==> src/rtl/sar_pkg.sv <==
// Shared definitions for the SAR ADC sequencer: state encoding and a sizing helper.
package sar_pkg;

  localparam logic [2:0] ENC_IDLE    = 3'd0;
  localparam logic [2:0] ENC_SAMPLE  = 3'd1;
  localparam logic [2:0] ENC_SETTLE  = 3'd2;
  localparam logic [2:0] ENC_COMPARE = 3'd3;
  localparam logic [2:0] ENC_DONE    = 3'd4;

  typedef enum logic [2:0] {
    IDLE    = ENC_IDLE,
    SAMPLE  = ENC_SAMPLE,
    SETTLE  = ENC_SETTLE,
    COMPARE = ENC_COMPARE,
    DONE    = ENC_DONE
  } state_t;

  function automatic int max3(input int a, input int b, input int c);
    int m;
    m = (a > b) ? a : b;
    return (m > c) ? m : c;
  endfunction

endpackage

==> src/rtl/sync_ff.sv <==
// Multi-flop synchronizer for the asynchronous comparator output.
module sync_ff #(
  parameter int STAGES = 2
) (
  input  logic clk,
  input  logic rst_n,
  input  logic d,
  output logic q
);

  logic [STAGES-1:0] ff;

  always_ff @(posedge clk or negedge rst_n) begin
    if (!rst_n) ff <= '0;
    else        ff <= {ff[STAGES-2:0], d};
  end

  assign q = ff[STAGES-1];

endmodule

==> src/rtl/sar_adc_ctrl.sv <==
// SAR conversion sequencer: sample, then per bit settle the DAC and resolve the
// synchronized comparator decision, MSB first; result delivered with a valid pulse.
//
// state   | meaning
// IDLE    | waiting for start_i
// SAMPLE  | track/hold switch closed, trial code cleared
// SETTLE  | DAC driven with trial | (1<<idx), comparator off
// COMPARE | comparator enabled, decision taken on last cycle
// DONE    | result_o updated, valid_o pulses
module sar_adc_ctrl
  import sar_pkg::*;
#(
  parameter int WIDTH       = 8,
  parameter int SAMPLE_CYC  = 4,
  parameter int SETTLE_CYC  = 2,
  parameter int SYNC_STAGES = 2,
  parameter int CMP_INV     = 0
) (
  input  logic             clk,
  input  logic             rst_n,
  input  logic             start_i,
  input  logic             cont_i,
  input  logic             abort_i,
  input  logic             comp_i,
  output logic             cmp_en_o,
  output logic             sample_o,
  output logic [WIDTH-1:0] dac_code_o,
  output logic             busy_o,
  output logic [WIDTH-1:0] result_o,
  output logic             valid_o
);

  localparam int CNT_MAX = max3(SAMPLE_CYC, SETTLE_CYC, SYNC_STAGES + 1);
  localparam int CNT_W   = (CNT_MAX > 1) ? $clog2(CNT_MAX) : 1;
  localparam int IDX_W   = $clog2(WIDTH);

  localparam logic [CNT_W-1:0] SAMPLE_LD  = CNT_W'(SAMPLE_CYC - 1);
  localparam logic [CNT_W-1:0] SETTLE_LD  = CNT_W'(SETTLE_CYC - 1);
  localparam logic [CNT_W-1:0] COMPARE_LD = CNT_W'(SYNC_STAGES);
  localparam logic [IDX_W-1:0] IDX_MSB    = IDX_W'(WIDTH - 1);
  localparam logic [WIDTH-1:0] ONE        = {{(WIDTH-1){1'b0}}, 1'b1};

  state_t           state, state_nxt;
  logic [CNT_W-1:0] cnt, cnt_nxt;
  logic [IDX_W-1:0] idx, idx_nxt;
  logic [WIDTH-1:0] trial, trial_nxt;
  logic [WIDTH-1:0] result_q, result_nxt;
  logic             sync_out;
  logic             decision;
  logic             cnt_tc;

  sync_ff #(.STAGES(SYNC_STAGES)) u_sync (
    .clk   (clk),
    .rst_n (rst_n),
    .d     (comp_i),
    .q     (sync_out)
  );

  assign decision = sync_out ^ (CMP_INV != 0);
  assign cnt_tc   = (cnt == '0);

  always_ff @(posedge clk or negedge rst_n) begin
    if (!rst_n) begin
      state    <= IDLE;
      cnt      <= '0;
      idx      <= IDX_MSB;
      trial    <= '0;
      result_q <= '0;
    end else begin
      state    <= state_nxt;
      cnt      <= cnt_nxt;
      idx      <= idx_nxt;
      trial    <= trial_nxt;
      result_q <= result_nxt;
    end
  end

  always_comb begin
    state_nxt  = state;
    cnt_nxt    = cnt;
    idx_nxt    = idx;
    trial_nxt  = trial;
    result_nxt = result_q;

    unique case (state)
      IDLE: begin
        if (start_i) begin
          state_nxt = SAMPLE;
          cnt_nxt   = SAMPLE_LD;
          idx_nxt   = IDX_MSB;
          trial_nxt = '0;
        end
      end
      SAMPLE: begin
        trial_nxt = '0;
        if (cnt_tc) begin
          state_nxt = SETTLE;
          cnt_nxt   = SETTLE_LD;
        end else begin
          cnt_nxt = cnt - CNT_W'(1);
        end
      end
      SETTLE: begin
        if (cnt_tc) begin
          state_nxt = COMPARE;
          cnt_nxt   = COMPARE_LD;
        end else begin
          cnt_nxt = cnt - CNT_W'(1);
        end
      end
      COMPARE: begin
        if (cnt_tc) begin
          trial_nxt[idx] = decision;
          if (idx == '0) begin
            // result is published on entry to DONE so it is stable while valid_o is high
            state_nxt  = DONE;
            result_nxt = trial_nxt;
          end else begin
            state_nxt = SETTLE;
            cnt_nxt   = SETTLE_LD;
            idx_nxt   = idx - IDX_W'(1);
          end
        end else begin
          cnt_nxt = cnt - CNT_W'(1);
        end
      end
      DONE: begin
        idx_nxt = IDX_MSB;
        if (cont_i) begin
          state_nxt = SAMPLE;
          cnt_nxt   = SAMPLE_LD;
          trial_nxt = '0;
        end else begin
          state_nxt = IDLE;
          cnt_nxt   = '0;
        end
      end
      default: begin
        state_nxt = IDLE;
        cnt_nxt   = '0;
        idx_nxt   = IDX_MSB;
      end
    endcase

    // abort overrides every transition, including the final write of result_q
    if (abort_i && (state != IDLE)) begin
      state_nxt  = IDLE;
      cnt_nxt    = '0;
      idx_nxt    = IDX_MSB;
      trial_nxt  = '0;
      result_nxt = result_q;
    end
  end

  assign busy_o     = (state != IDLE);
  assign sample_o   = (state == SAMPLE);
  assign cmp_en_o   = (state == COMPARE);
  assign valid_o    = (state == DONE);
  assign dac_code_o = ((state == SETTLE) || (state == COMPARE)) ? (trial | (ONE << idx)) : '0;
  assign result_o   = result_q;

endmodule
==> config.mk <==
export PLATFORM = sky130hd
export DESIGN_NAME = sar_adc_ctrl
export DESIGN_NICKNAME = d
export VERILOG_FILES = /design/src/rtl/sar_pkg.sv /design/src/rtl/sync_ff.sv /design/src/rtl/sar_adc_ctrl.sv
export SDC_FILE = /design/constraint.sdc
export NUM_CORES = 1
export LEC_CHECK = 0
export ABC_CLOCK_PERIOD_IN_PS = 5500
export CAP_MARGIN = 25
export CORE_ASPECT_RATIO = 0.7
export CORE_MARGIN = 2
export CORE_UTILIZATION = 57
export CTS_CLUSTER_SIZE = 16
export DETAILED_ROUTE_END_ITERATION = 10
export PLACE_DENSITY_LB_ADDON = 0.25
export SLEW_MARGIN = 0
export SYNTH_ARGS = -nofsm -noshare
export SYNTH_HDL_FRONTEND = slang
export SYNTH_SLANG_ARGS = --single-unit
==> constraint.sdc <==
create_clock -name clk -period 5.5 [get_ports clk]
set_clock_uncertainty 0.1 [all_clocks]
set_input_delay 0.55 -clock clk [delete_from_list [all_inputs] [get_ports clk]]
set_output_delay 0.55 -clock clk [all_outputs]
set_load 0.01 [all_outputs]
---- Yosys cells after proc, flatten, opt, wreduce, memory -nomap -nowiden ----
Index checks and enable logic that the tools add are counted.
storage, ports and cells
  memories ................................ 0
  bits of input ports ..................... 6
  word-level logic and storage cells ...... 69
  register bits ........................... 26
  ROM bits ................................ 0
  latch bits .............................. 0
  output and inout port bits .............. 20
  RAM bits ................................ 0
cells by class
  reduce and logical (&&, ||, !) cells .... 14
  eq/ne operators ......................... 12
  shifts and indexed selects .............. 1
  mux-type cells .......................... 30
  divide/modulo/power cells ............... 0
  order comparisons ....................... 2
  add/subtract/negate cells ............... 2
  bitwise operators ....................... 2
  multipliers ............................. 0
operators by type and width
  cell                                                                                  count
  8-bit two-way mux                                                                     5
  8-bit case mux with 4 select lines                                                    1
  3-bit two-way mux                                                                     10
  4-bit AND reduction                                                                   4
  3-bit case mux with 5 select lines                                                    1
  2-bit two-way mux                                                                     7
  2-bit case mux with 5 select lines                                                    1
  3-bit case mux with 3 select lines                                                    1
  8-bit bitwise mux                                                                     1
  8-bit OR                                                                              1
  1-bit by 3-bit left shift with 8-bit output (first input constant)                    1
  3-bit by 2-bit == test with 1-bit output (second input constant)                      2
  3-bit logical NOT                                                                     2
  3-bit by 1-bit inequality test with 1-bit output (second input constant)              2
  3-bit by 2-bit inequality test with 1-bit output (second input constant)              2
  3-bit inequality test (second input constant)                                         2
  5-bit nonzero test                                                                    1
  3-bit by 4-bit less-than comparator with 1-bit output (second input constant)         1
  4-bit by 3-bit inequality test with 1-bit output (second input constant)              1
  1-bit demux with 3-bit select                                                         1
  3-bit by 1-bit == test with 1-bit output (second input constant)                      1
  3-bit == test (second input constant)                                                 1
  3-bit by 1-bit greater-or-equal comparator with 1-bit output (second input constant)  1
  3-bit nonzero test                                                                    1
  10 further kinds                                                                      12

---- Longest topological paths before layout ----
Gate-level depths: netlist (run 1).
  depth in word-level cells ............... 8
  depth in mapped cells ................... 8
  depth with buffers taken out ............ 6

---- Hierarchy ----
Synthesis (run 1) repeated with hierarchy kept, for this count alone.
second synthesis, totals
  cells, all modules ...................... 171
  area, all modules ....................... 1676.6 µm²
modules (own cells, without submodules)
  module        times used  cells an instance  area each (µm²)
  sar_adc_ctrl  1           169                1626.6
  sync_ff       1           2                  50.0

---- Worst setup path after synthesis (run 1) ----
OpenSTA, ideal clock, no wires.
  path type ............................... flip-flop to flip-flop
  start ................................... reg idx[0]
  end ..................................... reg cnt[1]
  stages on the path, launching flop included .. 8
  slack ................................... 3366 ps
  setup time .............................. 127 ps
  required time ........................... 5273 ps
  path buffers ............................ 1
  arrival ................................. 1907 ps
  cells stage by stage .................... dfstp_2 -> clkbuf_1 -> inv_1 -> ha_1 -> nor2b_1 -> nand3_1 -> o21a_1 -> mux2_1
on the way
  cells in the longest elaborated chain, start to end .. 3
RTL lines
  what                                                        line                 source
  start: declaration                                          sar_adc_ctrl.sv:45   logic [IDX_W-1:0] idx, idx_nxt;
  start signal: assignment                                    sar_adc_ctrl.sv:72   idx <= idx_nxt;
  3-bit logical NOT                                           sar_adc_ctrl.sv:114  if (idx == '0) begin
  4-bit by 3-bit inequality test with 1-bit output (no line)  n/a
  2-bit AND reduction (no line)                               n/a
  end signal: assignment                                      sar_adc_ctrl.sv:71   cnt <= cnt_nxt;
  end: declaration                                            sar_adc_ctrl.sv:44   logic [CNT_W-1:0] cnt, cnt_nxt;
Every way passes these cells.
A chain may end at the register's enable or synchronous reset.

---- Worst setup path after layout (run 1) ----
  start ................................... reg idx[0]
  end ..................................... out dac_code_o[0]
on the way
  cells in the longest elaborated chain, start to end .. 3
RTL lines
  what                                         line                 source
  1-bit by 3-bit left shift with 8-bit output  sar_adc_ctrl.sv:159  assign dac_code_o = ((state == SETTLE) || (state == COMPARE)) ? (trial | (ONE << idx)) : '0;
  8-bit OR                                     sar_adc_ctrl.sv:159
  8-bit two-way mux                            sar_adc_ctrl.sv:159
  end: declaration                             sar_adc_ctrl.sv:27   output logic [WIDTH-1:0] dac_code_o,
Every way passes these cells.

==> metrics.cfg, run 1 <==
[place]
dp.final_hpwl_um = 2549
place.gp.congestion = 0.9071
io_buffers = 25
placed_area_um2 = 1861
dp_cells = 220

[timing]
rsz0062_at_grt = no
fmax_mhz = 363.8
hold_violations = 0
finalCritPeriodShare = 0.4997
fin_setup_tns_ns = 0
setup_viol = 0
timing.slew.headroom = 0.6031
slew_violations = 0
worst_slew_pin_slew_ns = 0.5937
period_needed_ns = 2.748

[layout]
final_nets = 203
area_growth_pct = 21.00
stdcell_count = 224
fin_area_um2 = 1932
diodes = 0
layout-drive-gt1-share = 0.09574

[synth]
synth_most_common_cell = nor2_1
synth-edff-count = 0
synthFlopType = dfrtp_1
yosysTopAreaCell = dfrtp_1
ys_top_cells_by_area = dfrtp_1 36%, mux2_4 7.5%, ha_1 6.3%, mux2i_1 5.6%, nor2_1 5.6%
yosysUniqueCellTypes = 39
ys_seq_elements = 26
yosysWarningCount = 0
synthesis.nets = 183
syn_area_um2 = 1597
synthCells = 169
yosys-top-cells-count = 24 x nor2_1, 23 x dfrtp_1, 15 x nand2_1, 13 x o21ai_0, 11 x a21oi_1
synth_top_area_share = 0.3605
ys_seq_area_frac = 0.4099
avgSynthCellArea_um2 = 9.447
async_reset_ff_frac = 1.000

[detailed_routing]
viasPerCell = 5.799
post_drt_wl_per_cell_um = 15.43
vias = 1299
drt_iter0_drc = 198
ant_nets = 0
drt_drc_violations_left = 0
finalWirelength_um = 3457
drtPass1Iterations = 5

[pwr]
peakVddDrop_mv = 0.2007
power_density_nw_per_um2 = 360.5
p_total_mw = 0.6964
leakage_nw = 0.8492
seqPwrFrac = 0.373
switching_power_mw = 0.2542
pwr-share-comb = 0.402
p_clk_frac = 0.225
switching_share = 0.3651
p_int_mw = 0.4421

[worst_hold_path]
hp-class = register to register
hold_depth = 0

[floorplanning]
initial_core_util = 0.5864
die_x_um = 67.26
core_area_um2 = 2723
die_h_um = 48.28
die_area_um2 = 3247
pin_count = 26
num_rows = 16

[critical_path]
cp.arrival_ns = 2.10
worstSetupPathDepth = 6
critPathMaxFanout = 11
max_stage_delay_ns = 0.65
endpoint_kind = output port
path_class = register to output port
slowest_stage = dfstp_2
required_ns = 4.85
crit_chain = inv_1, ha_1, nor2b_1, nor2_1, nor2_1, clkdlybuf4s50_1
critical_path_buf_inv_count = 2
crit_family = flip-flops
worstSetupStartpointType = register
cp_common_cell = nor2_1
rr_worst_depth = 6

[clocking]
tritoncts = built
root_buffer = clkbuf_8
cts_hold_buf = 0
clockBufferDepth = 2
clk_latency_ns = 0.27
cts_buffers = 3
path_clk_slew_ns = 0.09
htree_levels = 1
cts_sinks = 26
postCtsSetupRepairBufs = 0
post_cts.resized_instances = 0

[global_route]
gr-total-overflow = 0
grt_pass1_wl_um = 5388
grt.total_usage = 0.2312
grt_max_degree = 19
antenna_found_initial = 0
grt_pass1_vias = 1119

[run_status]
status = finished, final reports clean

[run]
cap_viol_max_count = 0

## placed cells by master (no fill, tap or decap), types with 2 or more instances in the layout
cell type / instances
dfrtp_1: 23
mux2_1: 2
nor3_1: 4
nor2_1: 24
a21oi_1: 11
nand3_1: 3
nand2_1: 15
a22oi_1: 2
nand2b_1: 2
mux2_4: 8
clkdlybuf4s50_1: 25
o21a_1: 2
inv_1: 6
mux2i_1: 9
ha_1: 8
nand3b_1: 3
clkbuf_8: 3
dfstp_2: 3
nor3b_1: 3
o21ai_0: 13
## layout make-up
| type | count | area [µm²] |
|---|---|---|
| clock buffer | 3 | 41.29 |
| clock inverter | 1 | 30.03 |
| fill | 213 | 790.8 |
| inverter | 7 | 26.28 |
| multi-input combinational | 125 | 857.1 |
| sequential | 26 | 654.4 |
| tap | 36 | 45.04 |
| timing repair buffer | 26 | 277.8 |
## worst reg2reg max path, stage by stage, from the launching register on
cell and delay, ns:
dfstp_2 0.65, inv_1 0.13, ha_1 0.24, nor2b_1 0.18
nand3_1 0.49, o21a_1 0.23, mux2_1 0.31
## registers in the layout, summed over array words and instances (netlist names)
name / count
state: 3
cnt: 2
u_sync.ff: 2
idx: 3
trial: 8
result_o: 8
## through the flow
stage	utilization	hold WS [ns]	setup WS [ns]
global placement	0.6733	0.2371	2.783
floorplan	-	0.1544	3.366
detailed placement	0.6834	0.2418	2.724
global route	0.7096	0.2657	2.635
finish	0.7096	0.2576	2.752
CTS	0.7096	0.2639	2.750
## power groups by stage
stage                     sequential (mW)  combinational (mW)  clock (mW)
after floorplan                     0.232               0.230           0
after global placement              0.260               0.267           0
after detailed placement            0.263               0.275           0
after CTS                           0.259               0.277       0.160
after global routing                0.264               0.305       0.165
final                               0.260               0.280       0.156
## logic make-up after synthesis
| family | after synthesis | share of synthesized area |
|---|---|---|
| buf+inv | 18 | 0.05328 |
| fa+ha+maj | 8 | 0.06270 |
| flops | 26 | 0.4099 |
| simple gates | 62 | 0.1912 |
| compound gates | 36 | 0.1371 |
| mux | 19 | 0.1458 |
## path summary, 6_finish.rpt
check	startpoint	slack [ns]	to
worst max-delay path	idx[0]	2.75	dac_code_o[0]
worst min-delay path	u_sync.ff[0]	0.26	u_sync.ff[1]
worst max register to register	idx[0]	3.07	cnt[1]
worst min register to register	u_sync.ff[0]	0.26	u_sync.ff[1]
max in group asynchronous	rst_n	4.36	trial[6]
min in group asynchronous	rst_n	0.50	trial[3]
## per-layer routing
metal | wire length, µm | up-vias | share of wire | track usage
met2 | 1598 | 46 | 0.46 | 0.3604
met1 | 1600 | 627 | 0.46 | 0.3324
met5 | 0 | - | 0 | 0
li1 | - | 622 | - | -
met4 | 27 | 0 | 0.0078 | 0.06122
met3 | 229 | 4 | 0.066 | 0.04850
(Power assumes the default switching activity.)
==> run 2, diff against run 1 <==
--- a/config.mk
+++ b/config.mk
@@ -5,11 +5,11 @@
 export SDC_FILE = /design/constraint.sdc
 export NUM_CORES = 1
 export LEC_CHECK = 0
-export ABC_CLOCK_PERIOD_IN_PS = 5500
+export ABC_CLOCK_PERIOD_IN_PS = 2800
 export CAP_MARGIN = 25
 export CORE_ASPECT_RATIO = 0.7
 export CORE_MARGIN = 2
-export CORE_UTILIZATION = 57
+export CORE_UTILIZATION = 53
 export CTS_CLUSTER_SIZE = 16
 export DETAILED_ROUTE_END_ITERATION = 10
 export PLACE_DENSITY_LB_ADDON = 0.25
==> constraint.sdc (replaced) <==
create_clock -name clk -period 2.8 [get_ports clk]
set_clock_uncertainty 0.1 [all_clocks]
set_input_delay 0.28 -clock clk [delete_from_list [all_inputs] [get_ports clk]]
set_output_delay 0.28 -clock clk [all_outputs]
set_load 0.01 [all_outputs]
==> run 2 against run 1 <==
Net effect: via count shrank 2.1%; worst setup slack lost 2.5 ns; final cell count grew 0.45%; sequential share of layout area grew 0.22 points; die area grew 7.0%; power grew 97%; cell area shrank 0.65%; worst hold slack gained 0.0053 ns; combinational power grew 99%; critical path depth is the same; non-clock buffer count grew 1; clock power grew 98%; largest cell class unchanged; largest power group unchanged.
==> metrics.cfg, run 2 (synthesized netlist as in run 1, its figures left out) <==
[clocking]
tritoncts = built
cts_buffers = 3  ; unchanged
root_buffer = clkbuf_8
postCtsSetupRepairBufs = 0  ; unchanged
clk_latency_ns = 0.27  ; about the same
cts_sinks = 26  ; unchanged
path_clk_slew_ns = 0.09  ; about the same
cts_hold_buf = 0  ; unchanged
post_cts.resized_instances = 0  ; unchanged
htree_levels = 1  ; unchanged
clockBufferDepth = 2  ; unchanged

[timing]
whs_ns = 0.2630  ; +0.005313 ns
worst_slew_pin_slew_ns = 0.5531  ; -0.04062 ns
fmax_mhz = 396.1
rsz0062_at_grt = no
period_needed_ns = 2.525
timing.slew.headroom = 0.6313  ; +0.02819
slew_violations = 0  ; unchanged
finalCritPeriodShare = 0.9017
hold_violations = 0  ; unchanged
fin_setup_tns_ns = 0  ; unchanged
setup_viol = 0  ; unchanged

[layout]
final_cell_mix = 25 x clkdlybuf4s50_1, 24 x nor2_1, 23 x dfrtp_1
final_core_util = 0.6800  ; -0.02959
final_common_cell = clkdlybuf4s50_1
final_nets = 204  ; +0.49%
layout-drive-gt1-share = 0.1005  ; +0.004784
area_growth_pct = 20.22
stdcell_count = 225  ; +0.45%
diodes = 0  ; unchanged

[detailed_routing]
drtPass1Iterations = 4  ; -1
viasPerCell = 5.653  ; -2.5%
drt_iter0_drc = 158  ; -20%
post_drt_wl_per_cell_um = 15.70  ; +1.7%
drt_drc_violations_left = 0  ; unchanged
ant_nets = 0  ; unchanged
finalWirelength_um = 3532  ; +2.2%
vias = 1272  ; -2.1%

[floorplanning]
die_x_um = 69.60  ; +3.5%
core_area_um2 = 2823  ; +3.7%
die_area_um2 = 3474  ; +7.0%
die_h_um = 49.92  ; +3.4%
pin_count = 26  ; unchanged
initial_core_util = 0.5656  ; -0.02079
num_rows = 16  ; unchanged

[global_route]
grt_pass1_wl_um = 5968  ; +11%
grt.total_usage = 0.2195  ; -0.01169
grt_max_degree = 27  ; +8
grt_pass1_vias = 1211  ; +8.2%
antenna_found_initial = 0  ; unchanged
gr-total-overflow = 0  ; unchanged

[critical_path]
worstSetupStartpointType = register
cp.arrival_ns = 2.14  ; +0.04 ns
required_ns = 2.42  ; -2.43 ns
reg2reg_slack_ns = 0.63  ; -2.44 ns
endpoint_kind = output port
path_class = register to output port
critPathMaxFanout = 11  ; unchanged

[pwr]
power_density_nw_per_um2 = 716.5  ; +99%
leakage_nw = 0.8455  ; -0.44%
peakVddDrop_mv = 0.3342  ; +67%
p_total_mw = 1.375  ; +97%

[run_status]
status = finished, final reports clean

[place]
dp_cells = 221  ; +0.45%
io_buffers = 25  ; unchanged
place.gp.congestion = 0.9108  ; +0.41%
dp.final_hpwl_um = 2575  ; +1.0%

[worst_hold_path]
hp-class = input port to asynchronous set/reset pin

[run]
cap_viol_max_count = 0  ; unchanged

-- run 2: changes by cell type in the layout (fill, tap and decap cells not counted) --
cell	previous run	this run
buf_4	0	2
buf_16	1	0
-- run 2: final timing paths --
path                                   start             to  cells after the start
worst max register to register      state[0]       trial[3]                      4
worst min register to register  u_sync.ff[0]   u_sync.ff[1]                      0
max in group asynchronous              rst_n         idx[1]                      2
worst max-delay path                  idx[0]  dac_code_o[0]                      6
min in group clk                u_sync.ff[0]   u_sync.ff[1]                      0
worst min-delay path                   rst_n         cnt[1]                      2
-- run 2: where the power goes --
part           internal, mW  total [mW]  switching (mW)
Sequential            0.421       0.509          0.0887
Clock                 0.191       0.309           0.118
Combinational         0.257       0.557           0.300
-- run 2: final cells by class --
| type | instances | area [µm²] |
|---|---|---|
| Clock buffer | 3 | 41.29 |
| Tap cell | 36 | 45.04 |
| Fill cell | 219 | 903.4 |
| Multi-Input combinational cell | 125 | 857.1 |
| Clock inverter | 1 | 30.03 |
| Sequential cell | 26 | 654.4 |
| Timing Repair Buffer | 27 | 265.3 |
| Inverter | 7 | 26.28 |
-- run 2: metal layers --
metal	global-route usage	part of all wire	vias up
met2	0.3365	0.45	36
met5	0	0	-
met1	0.3247	0.50	611
met3	0.04908	0.052	2
met4	0.03268	0.0023	0
li1	-	-	623
-- run 2: metrics by stage --
step	worst slack [ns]	cell area (µm²)
3_3_place_gp	0.5753	1848
3_5_place_dp	0.4936	1848
4_1_cts	0.2850	1919
5_1_grt	0.1533	1919
2_1_floorplan	0.6658	1597
6_report	0.2753	1919
-- run 2: worst max-delay path, cell delays in order, from the launching register on --
cell and delay (ns):
dfstp_2 0.65, inv_1 0.13, ha_1 0.25, nor2b_1 0.19, nor2_1 0.11, nor2_1 0.05, clkdlybuf4s50_1 0.49
